File: src/rtl/dsp_pkg.sv
// Shared types and helpers for the AXI4 interconnect dispatchers.
// Holds the W-entry layout and the slave-ID range check.
package dsp_pkg;

    localparam int DSP_DATA_WIDTH = 32;
    localparam int DSP_STRB_WIDTH = DSP_DATA_WIDTH / 8;
    localparam int DSP_SLV_AMT    = 2;
    localparam int DSP_SLV_ID_W   = $clog2(DSP_SLV_AMT);

    // Packing order of one buffered W beat, MSB first.
    typedef struct packed {
        logic [DSP_SLV_ID_W-1:0]   slv_id;
        logic [DSP_DATA_WIDTH-1:0] data;
        logic [DSP_STRB_WIDTH-1:0] strb;
        logic                      last;
    } w_entry_t;

    function automatic int strb_width(input int data_width);
        return data_width / 8;
    endfunction

    function automatic logic illegal_slv_id(
        input int unsigned id,
        input int unsigned slv_amt
    );
        return id >= slv_amt;
    endfunction

endpackage

File: src/rtl/skid_buffer_2e.sv
// Generic 2-entry full-throughput register slice (main + skid).
// in_ready_o is registered: it only reflects skid occupancy.
module skid_buffer_2e #(
    parameter int WIDTH = 8
) (
    input  logic             clk_i,
    input  logic             rst_i,
    input  logic             in_valid_i,
    output logic             in_ready_o,
    input  logic [WIDTH-1:0] in_data_i,
    output logic             out_valid_o,
    output logic [WIDTH-1:0] out_data_o,
    input  logic             out_ready_i
);

    logic             main_vld_q, main_vld_d;
    logic             skid_vld_q, skid_vld_d;
    logic [WIDTH-1:0] main_data_q, main_data_d;
    logic [WIDTH-1:0] skid_data_q, skid_data_d;
    logic             pop;

    assign pop         = main_vld_q & out_ready_i;
    assign in_ready_o  = ~skid_vld_q;
    assign out_valid_o = main_vld_q;
    assign out_data_o  = main_data_q;

    always_comb begin
        main_vld_d  = main_vld_q;
        skid_vld_d  = skid_vld_q;
        main_data_d = main_data_q;
        skid_data_d = skid_data_q;
        if (pop) begin
            if (skid_vld_q) begin
                main_data_d = skid_data_q;
                skid_vld_d  = 1'b0;
            end else begin
                main_vld_d = in_valid_i;
                if (in_valid_i) begin
                    main_data_d = in_data_i;
                end
            end
        end else if (in_valid_i) begin
            if (!main_vld_q) begin
                main_vld_d  = 1'b1;
                main_data_d = in_data_i;
            end else if (!skid_vld_q) begin
                skid_vld_d  = 1'b1;
                skid_data_d = in_data_i;
            end
        end
    end

    always_ff @(posedge clk_i) begin
        if (rst_i) begin
            main_vld_q  <= 1'b0;
            skid_vld_q  <= 1'b0;
            main_data_q <= '0;
            skid_data_q <= '0;
        end else begin
            main_vld_q  <= main_vld_d;
            skid_vld_q  <= skid_vld_d;
            main_data_q <= main_data_d;
            skid_data_q <= skid_data_d;
        end
    end

endmodule

File: src/rtl/dsp_wdata_channel.sv
// W-channel dispatcher: tags master beats with a slave ID and routes them.
// Optional burst ID lock enabled by DSP_WDATA_BURST_LOCK_EN.
module dsp_wdata_channel
    import dsp_pkg::*;
#(
    parameter int SLV_AMT    = DSP_SLV_AMT,
    parameter int DATA_WIDTH = DSP_DATA_WIDTH,
    parameter int SLV_ID_W   = $clog2(SLV_AMT)
) (
    input  logic                             ACLK_i,
    input  logic                             ARESET_i,
    input  logic [DATA_WIDTH-1:0]            m_WDATA_i,
    input  logic [DATA_WIDTH/8-1:0]          m_WSTRB_i,
    input  logic                             m_WLAST_i,
    input  logic                             m_WVALID_i,
    output logic                             m_WREADY_o,
    input  logic [SLV_ID_W-1:0]              dsp_xADDR_slv_id_i,
    input  logic                             dsp_xADDR_disable_i,
    output logic                             m_xVALID_o,
    output logic                             m_xREADY_o,
    output logic [DATA_WIDTH*SLV_AMT-1:0]    sa_WDATA_o,
    output logic [DATA_WIDTH/8*SLV_AMT-1:0]  sa_WSTRB_o,
    output logic [SLV_AMT-1:0]               sa_WLAST_o,
    output logic [SLV_AMT-1:0]               sa_WVALID_o,
    input  logic [SLV_AMT-1:0]               sa_WREADY_i
);

    localparam int STRB_W  = strb_width(DATA_WIDTH);
    localparam int ENTRY_W = SLV_ID_W + DATA_WIDTH + STRB_W + 1;

    logic                  in_ready;
    logic                  accept;
    logic [SLV_ID_W-1:0]   cur_id;
    logic                  main_vld;
    logic                  main_ready;
    logic [ENTRY_W-1:0]    main_entry;
    logic [SLV_ID_W-1:0]   main_id;
    logic [DATA_WIDTH-1:0] main_data;
    logic [STRB_W-1:0]     main_strb;
    logic                  main_last;

    assign m_WREADY_o = in_ready & ~dsp_xADDR_disable_i & ~ARESET_i;
    assign accept     = m_WVALID_i & m_WREADY_o;
    assign m_xVALID_o = m_WVALID_i;
    assign m_xREADY_o = m_WREADY_o;

`ifdef DSP_WDATA_BURST_LOCK_EN
    logic                lock_vld_q, lock_vld_d;
    logic [SLV_ID_W-1:0] lock_id_q, lock_id_d;

    always_comb begin
        lock_vld_d = lock_vld_q;
        lock_id_d  = lock_id_q;
        if (accept) begin
            if (m_WLAST_i) begin
                lock_vld_d = 1'b0;
            end else if (!lock_vld_q) begin
                lock_vld_d = 1'b1;
                lock_id_d  = dsp_xADDR_slv_id_i;
            end
        end
    end

    always_ff @(posedge ACLK_i) begin
        if (ARESET_i) begin
            lock_vld_q <= 1'b0;
            lock_id_q  <= '0;
        end else begin
            lock_vld_q <= lock_vld_d;
            lock_id_q  <= lock_id_d;
        end
    end

    assign cur_id = lock_vld_q ? lock_id_q : dsp_xADDR_slv_id_i;
`else
    assign cur_id = dsp_xADDR_slv_id_i;
`endif

    skid_buffer_2e #(
        .WIDTH (ENTRY_W)
    ) u_slice (
        .clk_i       (ACLK_i),
        .rst_i       (ARESET_i),
        .in_valid_i  (accept),
        .in_ready_o  (in_ready),
        .in_data_i   ({cur_id, m_WDATA_i, m_WSTRB_i, m_WLAST_i}),
        .out_valid_o (main_vld),
        .out_data_o  (main_entry),
        .out_ready_i (main_ready)
    );

    assign {main_id, main_data, main_strb, main_last} = main_entry;

    // Beats with an out-of-range ID pop on their own so they never stall.
    always_comb begin
        main_ready  = illegal_slv_id(32'(main_id), SLV_AMT);
        sa_WVALID_o = '0;
        for (int k = 0; k < SLV_AMT; k++) begin
            if (main_vld && main_id == SLV_ID_W'(k)) begin
                sa_WVALID_o[k] = 1'b1;
                main_ready     = main_ready | sa_WREADY_i[k];
            end
        end
    end

    assign sa_WDATA_o = {SLV_AMT{main_data}};
    assign sa_WSTRB_o = {SLV_AMT{main_strb}};
    assign sa_WLAST_o = {SLV_AMT{main_last}};

endmodule
File: config.mk
export PLATFORM = sky130hd
export DESIGN_NAME = dsp_wdata_channel
export DESIGN_NICKNAME = d
export VERILOG_FILES = /design/src/rtl/dsp_pkg.sv /design/src/rtl/skid_buffer_2e.sv /design/src/rtl/dsp_wdata_channel.sv
export SDC_FILE = /design/constraint.sdc
export NUM_CORES = 1
export LEC_CHECK = 0
export ABC_AREA = 1
export BUFFER_PORTS_ARGS = -buffer_cell sky130_fd_sc_hd__buf_2
export CORE_ASPECT_RATIO = 0.75
export CORE_MARGIN = 4
export CORE_UTILIZATION = 47
export DETAILED_ROUTE_END_ITERATION = 6
export MAX_ROUTING_LAYER = met4
export PLACE_DENSITY = 0.73
export SLEW_MARGIN = 20
export SYNTH_ARGS = -nofsm -noshare
export SYNTH_HDL_FRONTEND = slang
export SYNTH_SLANG_ARGS = --single-unit
File: constraint.sdc
create_clock -name ACLK_i -period 1.3 [get_ports ACLK_i]
set_input_delay 0.13 -clock ACLK_i [delete_from_list [all_inputs] [get_ports ACLK_i]]
set_output_delay 0.13 -clock ACLK_i [all_outputs]
set_load 0.005 [all_outputs]
==> flow_summary.yaml <==
outcome:
  status: "finished, violations left"
  violations: "negative setup slack"
critical_path:
  cp_slowest_cell: "dfxtp_2"
  crit_required_ps: 1530
  critPathCaptureType: "flop"
  worstPathCellList: "inv_2 > nand3_2 > nand2_4 > inv_4 > nand2_4 > nor2_4 > buf_12 > clkbuf_16 > nand2_2 > nand2_1 > nor2_1"
  crit_arrival_ps: 1660
  max_stage_delay_ps: 350
  cp_max_fo: 8
  cp-start-kind: "flop"
  cpMostUsedCell: "nand2_4"
  path_class: "reg2reg"
  crit_family: "simple AND/OR/NAND/NOR gates"
  critPathBufInv: 4
cells_and_area:
  synthToLayoutAreaGrowth_pct: 30.8
  layout_common_cells: "nand2_1, nor2_1, buf_2, inv_1, dfxtp_1"
  num_antenna_cells: 0
  final_common_cell: "nand2_1"
  drive_gt1_share_pct: 33.5
  final_nets: 815
min_path:
  hold_class: "in2reg"
cts:
  cts.sinks: 78
  cts.root.buffer_cell: "clkbuf_16"
  clk_transition_reported_paths_ps: 60
  postCtsHoldBufs: 0
  htreeDepth: 3
  cts_tree: "built"
  clock_latency_ps: 340
  cts_made_buffers: 9
  clockBufferDepth: 2
synthesis:
  yosysTopAreaCellShare_pct: 36.1
  synth_area_um2: 4320
  ys.warnings.count: 0
  synth_cell_type_count: 16
  synth_top_cells_by_area: "dfxtp_1, nand2_1, buf_4"
  avgSynthCellArea_um2: 6.11
  seq_area_frac_synth_pct: 36.1
  syn-instance-count: 707
  ys_ff_latch: 78
  synth_nets: 751
  yosysTopAreaCell: "dfxtp_1"
sta:
  fin_crit_sh_pct: 110
  fmax_mhz: 702
  drv_slew: 0
  skew_ps: 5.95
  setup_violations: 77
  hold-worst-slack_ps: 43.5
  tightest_slew_ps: 348
  hold_viol: 0
  fin_ws_ps: -125
  rsz0062_at_grt: "yes"
  maxSlewHeadroom_pct: 76.8
  finalCriticalPeriod_ps: 1420
global_routing:
  grt_max_degree: 77
  grt_util_all_layers_pct: 20.6
  grt-ovfl-total: 0
  grt_pass1_wl_um: 17500
  grt_pass1_vias: 3711
  antenna_found_initial: 0
placement:
  place_congestion: 0.827
  dp_hpwl_um: 6150
  io_buffers: 122
detailed_routing:
  via_count: 4136
  drtAntennaViolNets: 0
  routedWlPerCell_um: 13.5
  drc: 0
  drt-pass1-iter-count: 4
  drt_iter0_markers: 214
  vias_per_cell: 4.66
  wl_um: 11900
die:
  die-area_um2: 10800
  fp.dieW_um: 119
  start_util_pct: 48.0
  core_area_um2: 9010
  ios: 123
  rows: 30
  fp.dieH_um: 91.1
power:
  leakage_nw: 3.20
  p_per_area_nw_per_um2: 1070
  ir_drop_mv: 0.838
  p_total_mw: 6.03
flow_run:
  drv_cap: 0
cells by family after synthesis:
group                  share of synthesized area, %
AO/OA/AOI/OAI                                 0.347
flip-flops                                     36.1
AND/OR/NAND/NOR                                38.9
buffers and inverters                          24.6
power breakdown:
group | switching [mW] | internal (mW)
registers | 0.0543 | 2.47
clock network | 0.998 | 1.73
logic | 0.422 | 0.357
synth_stat cells (all sizes together):
library cell  instances
inv                  80
nor2                157
dfxtp                78
nand3                41
o21ai                 2
buf                 101
nor3                  1
a21oi                 1
nand2               234
clkbuf               12
flip-flops by register name (all words and copies together), names as in the netlist:
signal / cells
u_slice.out_data_o: 38
u_slice.out_valid_o: 1
u_slice.skid_data_q: 38
u_slice.skid_vld_q: 1
through the flow:
step,utilization (%),setup WS (ps),instances,setup TNS (ps),instance area [um^2]
2_1_floorplan,-,-12.0,707,-361,4350
4_1_cts,58.7,-72.5,876,-2750,5290
6_report,62.7,-125,888,-6960,5650
3_3_place_gp,49.9,-31.2,843,-513,4500
5_1_grt,62.7,-208,888,-13330,5650
3_5_place_dp,49.9,-106,843,-5030,4500
worst paths after layout:
path | startpoint | endpoint | slack [ps] | depth (start not counted)
worst max-delay path | u_slice.out_data_o[37] | u_slice.skid_data_q[0] | -120 | 11
worst min-delay path | ARESET_i | u_slice.out_valid_o | 40 | 2
worst max register to register | u_slice.out_data_o[37] | u_slice.skid_data_q[0] | -120 | 11
worst min register to register | u_slice.skid_data_q[35] | u_slice.skid_data_q[35] | 480 | 2
metal layers:
layer / wire [um] / GRT usage (%) / up-vias
met5: 0 / - / -
met4: 207 / 6.75 / 0
met3: 859 / 5.48 / 23
met2: 5520 / 33.7 / 161
met1: 5360 / 24.7 / 1820
li1: - / - / 2132
cell type report:
cell class | instances | area, um^2
fillers | 800 | 3360
multi-input cells | 437 | 1950
flip-flops and latches | 78 | 1570
repair buffers | 165 | 1360
inverters | 80 | 303
clock buffers | 10 | 239
well taps | 112 | 140
clock inverters | 6 | 85.1
repair_timing:
| item | 4_1_cts | 5_1_grt |
|---|---|---|
| endpoints found under the setup margin | 79 | 77 |
| resized for setup | 51 | 49 |
| cloned | 9 | 11 |
| setup buffers | 8 | 2 |
| pin swaps | 6 | 22 |
No activity file was read; power rests on OpenSTA's default activity.
